===== src/rtl/map_table_ckpt.sv =====
// Rename map table with branch checkpoints.
// Maps architectural source registers to producer RS tags for a superscalar dispatch bundle,
// clears entries as tags complete on the CDB, and keeps a circular set of snapshots so a
// mispredicted branch can roll the table back in a single cycle. Tag 0 means "value in RF".
module map_table_ckpt #(
    parameter int NUM_REGS   = 32,
    parameter int TAG_W      = 5,
    parameter int DISPATCH_W = 2,
    parameter int CDB_W      = 2,
    parameter int NUM_CKPT   = 4,
    localparam int REG_W     = $clog2(NUM_REGS),
    localparam int CKPT_W    = $clog2(NUM_CKPT),
    localparam int CNT_W     = $clog2(NUM_CKPT + 1)
) (
    input  logic                        clock,
    input  logic                        reset,
    input  logic [DISPATCH_W-1:0]       disp_valid,
    input  logic [DISPATCH_W-1:0]       disp_rd_valid,
    input  logic [DISPATCH_W*REG_W-1:0] disp_rd_idx,
    input  logic [DISPATCH_W*TAG_W-1:0] disp_tag,
    input  logic [DISPATCH_W-1:0]       rs1_valid,
    input  logic [DISPATCH_W-1:0]       rs2_valid,
    input  logic [DISPATCH_W*REG_W-1:0] rs1_idx,
    input  logic [DISPATCH_W*REG_W-1:0] rs2_idx,
    output logic [DISPATCH_W*TAG_W-1:0] rs1_tag,
    output logic [DISPATCH_W*TAG_W-1:0] rs2_tag,
    input  logic [CDB_W-1:0]            cdb_valid,
    input  logic [CDB_W*TAG_W-1:0]      cdb_tag,
    input  logic                        ckpt_req,
    output logic [CKPT_W-1:0]           ckpt_id,
    output logic                        disp_ready,
    input  logic                        restore_valid,
    input  logic [CKPT_W-1:0]           restore_id,
    input  logic                        release_valid
);

    logic [TAG_W-1:0]  map_q   [NUM_REGS];
    logic [TAG_W-1:0]  snap_q  [NUM_CKPT][NUM_REGS];
    logic [TAG_W-1:0]  map_clr [NUM_REGS];
    logic [TAG_W-1:0]  map_nxt [NUM_REGS];
    logic [CKPT_W-1:0] head_q;
    logic [CKPT_W-1:0] tail_q;
    logic [CKPT_W-1:0] head_rel;
    logic [CKPT_W-1:0] restore_dist;
    logic [CNT_W-1:0]  count_q;
    logic              ckpt_acc;
    logic              disp_acc;
    logic              rel_acc;

    // True when a nonzero tag is being broadcast on any valid CDB port this cycle.
    function automatic logic cdb_hit(input logic [TAG_W-1:0]       tag,
                                     input logic [CDB_W-1:0]       valid,
                                     input logic [CDB_W*TAG_W-1:0] tags);
        cdb_hit = 1'b0;
        for (int k = 0; k < CDB_W; k++) begin
            if (valid[k] && (tag != '0) && (tags[k*TAG_W +: TAG_W] == tag)) begin
                cdb_hit = 1'b1;
            end
        end
    endfunction

    // A full checkpoint ring stalls branch bundles; a restore squashes the whole bundle.
    assign disp_ready   = (count_q != CNT_W'(NUM_CKPT));
    assign ckpt_id      = tail_q;
    assign ckpt_acc     = ckpt_req && disp_ready && !restore_valid;
    assign disp_acc     = !restore_valid && !(ckpt_req && !disp_ready);
    assign rel_acc      = release_valid && (count_q != '0);
    assign head_rel     = head_q + CKPT_W'(rel_acc);
    assign restore_dist = restore_id - head_rel;

    // Table contents with this cycle's completing tags already marked ready.
    always_comb begin
        for (int r = 0; r < NUM_REGS; r++) begin
            map_clr[r] = cdb_hit(map_q[r], cdb_valid, cdb_tag) ? '0 : map_q[r];
        end
    end

    // Next table state: either the restored snapshot or the cleared table plus dispatch writes.
    always_comb begin
        for (int r = 0; r < NUM_REGS; r++) begin
            map_nxt[r] = map_clr[r];
        end
        if (restore_valid) begin
            for (int r = 0; r < NUM_REGS; r++) begin
                map_nxt[r] = cdb_hit(snap_q[restore_id][r], cdb_valid, cdb_tag) ?
                             '0 : snap_q[restore_id][r];
            end
        end else if (disp_acc) begin
            for (int i = 0; i < DISPATCH_W; i++) begin
                if (disp_valid[i] && disp_rd_valid[i] &&
                    (disp_rd_idx[i*REG_W +: REG_W] != '0)) begin
                    map_nxt[disp_rd_idx[i*REG_W +: REG_W]] = disp_tag[i*TAG_W +: TAG_W];
                end
            end
        end
    end

    // Source lookup: older lanes in the bundle forward first, then the CDB-bypassed table.
    always_comb begin
        logic             src_v;
        logic [REG_W-1:0] src_idx;
        logic [TAG_W-1:0] tag;
        src_v   = 1'b0;
        src_idx = '0;
        tag     = '0;
        rs1_tag = '0;
        rs2_tag = '0;
        for (int i = 0; i < DISPATCH_W; i++) begin
            for (int s = 0; s < 2; s++) begin
                src_v   = (s == 0) ? rs1_valid[i] : rs2_valid[i];
                src_idx = (s == 0) ? rs1_idx[i*REG_W +: REG_W] : rs2_idx[i*REG_W +: REG_W];
                tag     = '0;
                if (src_v && (src_idx != '0)) begin
                    tag = map_clr[src_idx];
                    for (int j = 0; j < i; j++) begin
                        if (disp_valid[j] && disp_rd_valid[j] &&
                            (disp_rd_idx[j*REG_W +: REG_W] == src_idx)) begin
                            tag = disp_tag[j*TAG_W +: TAG_W];
                        end
                    end
                end
                if (s == 0) begin
                    rs1_tag[i*TAG_W +: TAG_W] = tag;
                end else begin
                    rs2_tag[i*TAG_W +: TAG_W] = tag;
                end
            end
        end
    end

    // Architectural map registers.
    always_ff @(posedge clock or negedge reset) begin
        if (!reset) begin
            for (int r = 0; r < NUM_REGS; r++) begin
                map_q[r] <= '0;
            end
        end else begin
            for (int r = 0; r < NUM_REGS; r++) begin
                map_q[r] <= map_nxt[r];
            end
        end
    end

    // Snapshots track completions; the tail slot captures the post-update table on a checkpoint.
    always_ff @(posedge clock or negedge reset) begin
        if (!reset) begin
            for (int c = 0; c < NUM_CKPT; c++) begin
                for (int r = 0; r < NUM_REGS; r++) begin
                    snap_q[c][r] <= '0;
                end
            end
        end else begin
            for (int c = 0; c < NUM_CKPT; c++) begin
                for (int r = 0; r < NUM_REGS; r++) begin
                    if (ckpt_acc && (tail_q == CKPT_W'(c))) begin
                        snap_q[c][r] <= map_nxt[r];
                    end else if (cdb_hit(snap_q[c][r], cdb_valid, cdb_tag)) begin
                        snap_q[c][r] <= '0;
                    end
                end
            end
        end
    end

    // Checkpoint ring pointers; a restore discards every slot younger than the restored one.
    always_ff @(posedge clock or negedge reset) begin
        if (!reset) begin
            head_q  <= '0;
            tail_q  <= '0;
            count_q <= '0;
        end else begin
            head_q <= head_rel;
            if (restore_valid) begin
                tail_q  <= restore_id + CKPT_W'(1);
                count_q <= CNT_W'(restore_dist) + CNT_W'(1);
            end else begin
                tail_q  <= tail_q + CKPT_W'(ckpt_acc);
                count_q <= count_q + CNT_W'(ckpt_acc) - CNT_W'(rel_acc);
            end
        end
    end

endmodule


===== config.mk =====
export PLATFORM = sky130hd
export DESIGN_NAME = map_table_ckpt
export DESIGN_NICKNAME = d
export VERILOG_FILES = /design/src/rtl/map_table_ckpt.sv
export SDC_FILE = /design/constraint.sdc
export NUM_CORES = 2
export LEC_CHECK = 0
export CAP_MARGIN = 20
export CELL_PAD_IN_SITES_DETAIL_PLACEMENT = 0
export CELL_PAD_IN_SITES_GLOBAL_PLACEMENT = 1
export CORE_MARGIN = 10
export CORE_UTILIZATION = 51
export DETAILED_ROUTE_END_ITERATION = 8
export DONT_BUFFER_PORTS = 1
export GPL_ROUTABILITY_DRIVEN = 0
export PLACE_DENSITY = 0.78
export SKIP_LAST_GASP = 1
export SYNTH_ARGS = -nofsm -noshare
export SYNTH_HDL_FRONTEND = slang
export SYNTH_SLANG_ARGS = --single-unit

===== constraint.sdc =====
create_clock -name clock -period 5.8 [get_ports clock]
set_input_delay 1.74 -clock clock [delete_from_list [all_inputs] [get_ports clock]]
set_output_delay 1.74 -clock clock [all_outputs]
set_load 0.1 [all_outputs]

==> reports/qor.txt <==
# port buffers - 0
CTS tree - done
DP Worst Slack - -0.565 ns
Fin crit share - 118%
Avg Cell Area, Syn - 8.89 µm²
Ports - 90
Detail Route Antenna Nets - 0
Sequential-to-total area share from yosys stat - 29.1%
Syn Std Cell Area - 69400 µm²
Syn Inst Count - 7804
Final Worst Setup Slack - -1.03 ns
FF-to-FF Start - count_q[0]
DRC - 185
DR vias - 67600
Worst VDD drop - 0.240 mV
Post-Syn Nets - 7878
Most common flop cell mapped by yosys - dfrtp_1
Largest net degree at the start of global routing - 808
Detailed Routing Iterations Pass 1 - 9
Violated checks - design-rule violations, negative setup slack
Non-filler cells, final - 9706
Post-Place Cells - 9481
CP max-delay cell - nand4_1
Crit path kind - in -> out
Critical Path RT - 4.06 ns
Critical path cell sequence - xnor2_1 > nand2_1 > buf_4 > o221ai_2 > buf_4 > mux4_2 > nand2_1 > nand4_1 > nand3_2 > buf_12
Wirelength per Cell - 30.4 µm
Dpl hpwl - 182 mm
Crit path time final - 6.83 ns
Fin Clk Skew - 0.0278 ns
Die area - 151000 µm²
Worst-Margin Slew - 1.38 ns
Worst setup SP type - input pin
Hold path cells - 1
Gr usage total - 37.7%
Maximum clock frequency - 146 MHz
Register area - 20200 µm²
Max-slew headroom - 7.88%
Core Region - 135000 µm²
Final Max Slew Viols - 0
Antenna violations before repair - 12
Routed WL - 295 mm
Critical path capture point type - output port
Worst-case reg-to-reg path depth - 8
Area Overhead vs Synth - 13.3%
Fin. Hold Viols - 0
Outcome - finished, violations left
Worst Hold Launch - head_q[1]
Die Ht - 389 µm
Share of cells above drive strength 1 - 15.3%
Setup violators final - 20
Worst path max stage delay - 0.52 ns
Global route overflow - 0
H-tree levels - 3
Sum Neg Setup Slack - -16.08 ns
Footprint of the multi-input gates - 47700 µm²
Max FO, Critical Path - 192
Vias per inst - 6.97
Warnings from Yosys - 0
Leakage power total - 32.8 nW
RSZ-0062 raised after global routing - true
Global-route wire length before repair - 438 mm
Clock transition at path regs - 0.06 ns
Area after DPL - 73100 µm²
Initial Util - 51.3%
Nets@finish - 7911
PwrDens - 297 nW/µm²
Min-delay worst type - reg -> reg
Site Rows - 135
Max_cap viols - 0
Crit path DAT - 5.09 ns
Async SR Flop Fraction - 100%
Flops & latches, synth - 807
1st-iter DRT viols - 9577
CTS buffer count - 99
Layout fillers - 11800
Final core occ - 58.1%
Chip width - 389 µm
Vias in the first global route - 65300
Fin area - 78600 µm²
Worst-skew pair later-pin latency - 0.75 ns
Deepest clock path buffer count - 3
FF-to-FF End - snap_q[106]
CTS Root Cell - clkbuf_16
Hold EP - head_q[1]
Hold Buf Count CTS - 0
Cell variety after synth - 95
Number of synthesized flops with an enable pin - 0
Worst path buffer plus inverter count - 3
Clk sinks - 807
CP top delay family - simple AND/OR/NAND/NOR gates
FF-to-FF setup slack - 2.03 ns
-- logic make-up (layout without fill, tap and decap cells) --
logic type | count (synthesis) | in the layout | synth area share, %
other cells | 0 | 11 | 0
flops | 807 | 807 | 29.1
simple gates | 2259 | 2259 | 15.7
compound gates | 1759 | 1759 | 17.6
xor+xnor | 1934 | 1934 | 24.4
buf+inv | 763 | 873 | 5.04
mux | 275 | 275 | 7.99
fa+ha+maj | 7 | 7 | 0.137
-- state kept, by name, summed over array words and instances, names as in the netlist --
name / flops
head_q: 2
map_q: 160
ckpt_id: 2
count_q: 3
snap_q: 640
-- power by group --
part / internal, W / switching, W / leakage (nW)
logic: 0.00383 / 0.00452 / 20.0
registers: 0.00656 / 0.00177 / 11.1
clock network: 0.00395 / 0.00274 / 1.66
-- worst register-to-register path: cells and delay by family, from the launching register on --
family / cells / cell delay (ns)
AOI/OAI and AO/OA: 2 / 0.57
buffers and inverters: 2 / 1.19
DFF: 1 / 0.40
and+or+nand+nor: 4 / 1.50
-- layout by cell type, fill, tap and decap left out, types with 17 or more instances in the layout --
cell / instances
o211a_1: 30
a211oi_1: 47
a21oi_1: 226
a221oi_1: 18
a22oi_1: 17
nor4_1: 312
or4_1: 109
dfrtp_1: 807
nand4_1: 86
o21ai_0: 450
o21ai_1: 19
o221a_2: 25
nor3_1: 19
and2_1: 41
nor2_1: 491
nand3_1: 343
a22o_1: 259
clkbuf_16: 101
xnor2_2: 24
a31oi_1: 87
nand2_2: 24
nand2_1: 649
mux4_2: 222
xor2_1: 1274
o211ai_1: 174
buf_12: 24
o221ai_2: 25
mux2i_1: 41
o22ai_1: 114
o221ai_1: 46
and3_1: 65
nor4_2: 18
inv_1: 199
xor2_2: 20
buf_4: 438
xnor2_1: 595
a211o_1: 19
-- how the worst max path moves through the flow --
stage               startpoint          to  cells after the start
finish              cdb_tag[6]  rs1_tag[3]                     10
global route        cdb_tag[6]  rs1_tag[3]                     10
CTS                 cdb_tag[0]  rs2_tag[5]                     11
detailed placement  cdb_tag[7]  rs1_tag[4]                     11
global placement    cdb_tag[7]  rs1_tag[4]                     11
floorplan           cdb_tag[0]  rs2_tag[6]                     10
-- metrics by stage --
stage,power [W],hold WS [ns]
finish,0.0234,0.468
detailed placement,0.0159,0.464
global route,0.0244,0.491
global placement,0.0157,0.457
floorplan,0.0137,0.447
CTS,0.0228,0.473
-- timing repair --
item / 4_1_cts / 5_1_grt
resized for setup: 162 / 123
cloned: 1 / 0
buffers inserted: 16 / 18
endpoints found under the hold margin: 0 / 0
pin swaps: 87 / 52
setup endpoints to repair: 20 / 20
-- cells in the mapped netlist (25+ instances only) --
cell type	n	share of area (%)
xor2_1	1301	16
dfrtp_1	807	29
nand2_1	679	3.7
xnor2_1	633	8.0
nor2_1	495	2.7
o21ai_0	462	3.3
nand3_1	348	2.5
nor4_1	336	3.0
clkbuf_1	272	1.5
a22o_1	259	3.3
a21oi_1	230	1.7
mux4_2	222	7.2
inv_1	199	1.1
o211ai_1	174	1.9
buf_2	164	1.2
o22ai_1	126	1.1
or4_1	110	1.2
a31oi_1	90	0.81
nand4_1	86	0.78
o221ai_1	72	0.91
and3_1	70	0.63
a211oi_1	56	0.61
buf_4	52	0.56
and2_1	48	0.43
mux2i_1	41	0.59
buf_1	39	0.21
o211a_1	30	0.43
buf_6	27	0.44
a221oi_1	25	0.32
o221a_2	25	0.41
-- area by class of cell --
type	count	area share [%]
antenna	11	0.0350
clock buffer	129	3.53
clock inverter	49	0.844
inverter	207	0.989
multi-input combinational	6234	60.8
sequential	807	25.7
tap	1781	2.84
timing repair buffer	488	5.32
-- per-layer routing --
metal,GRT usage [%],part of all wire [%],vias to the layer above
met5,1.24,0.061,-
met4,20.4,6.0,12
met3,13.0,13,1141
met2,56.0,42,4829
met1,48.0,38,33200
li1,-,-,28400
Power figures use the tool's default switching activity.
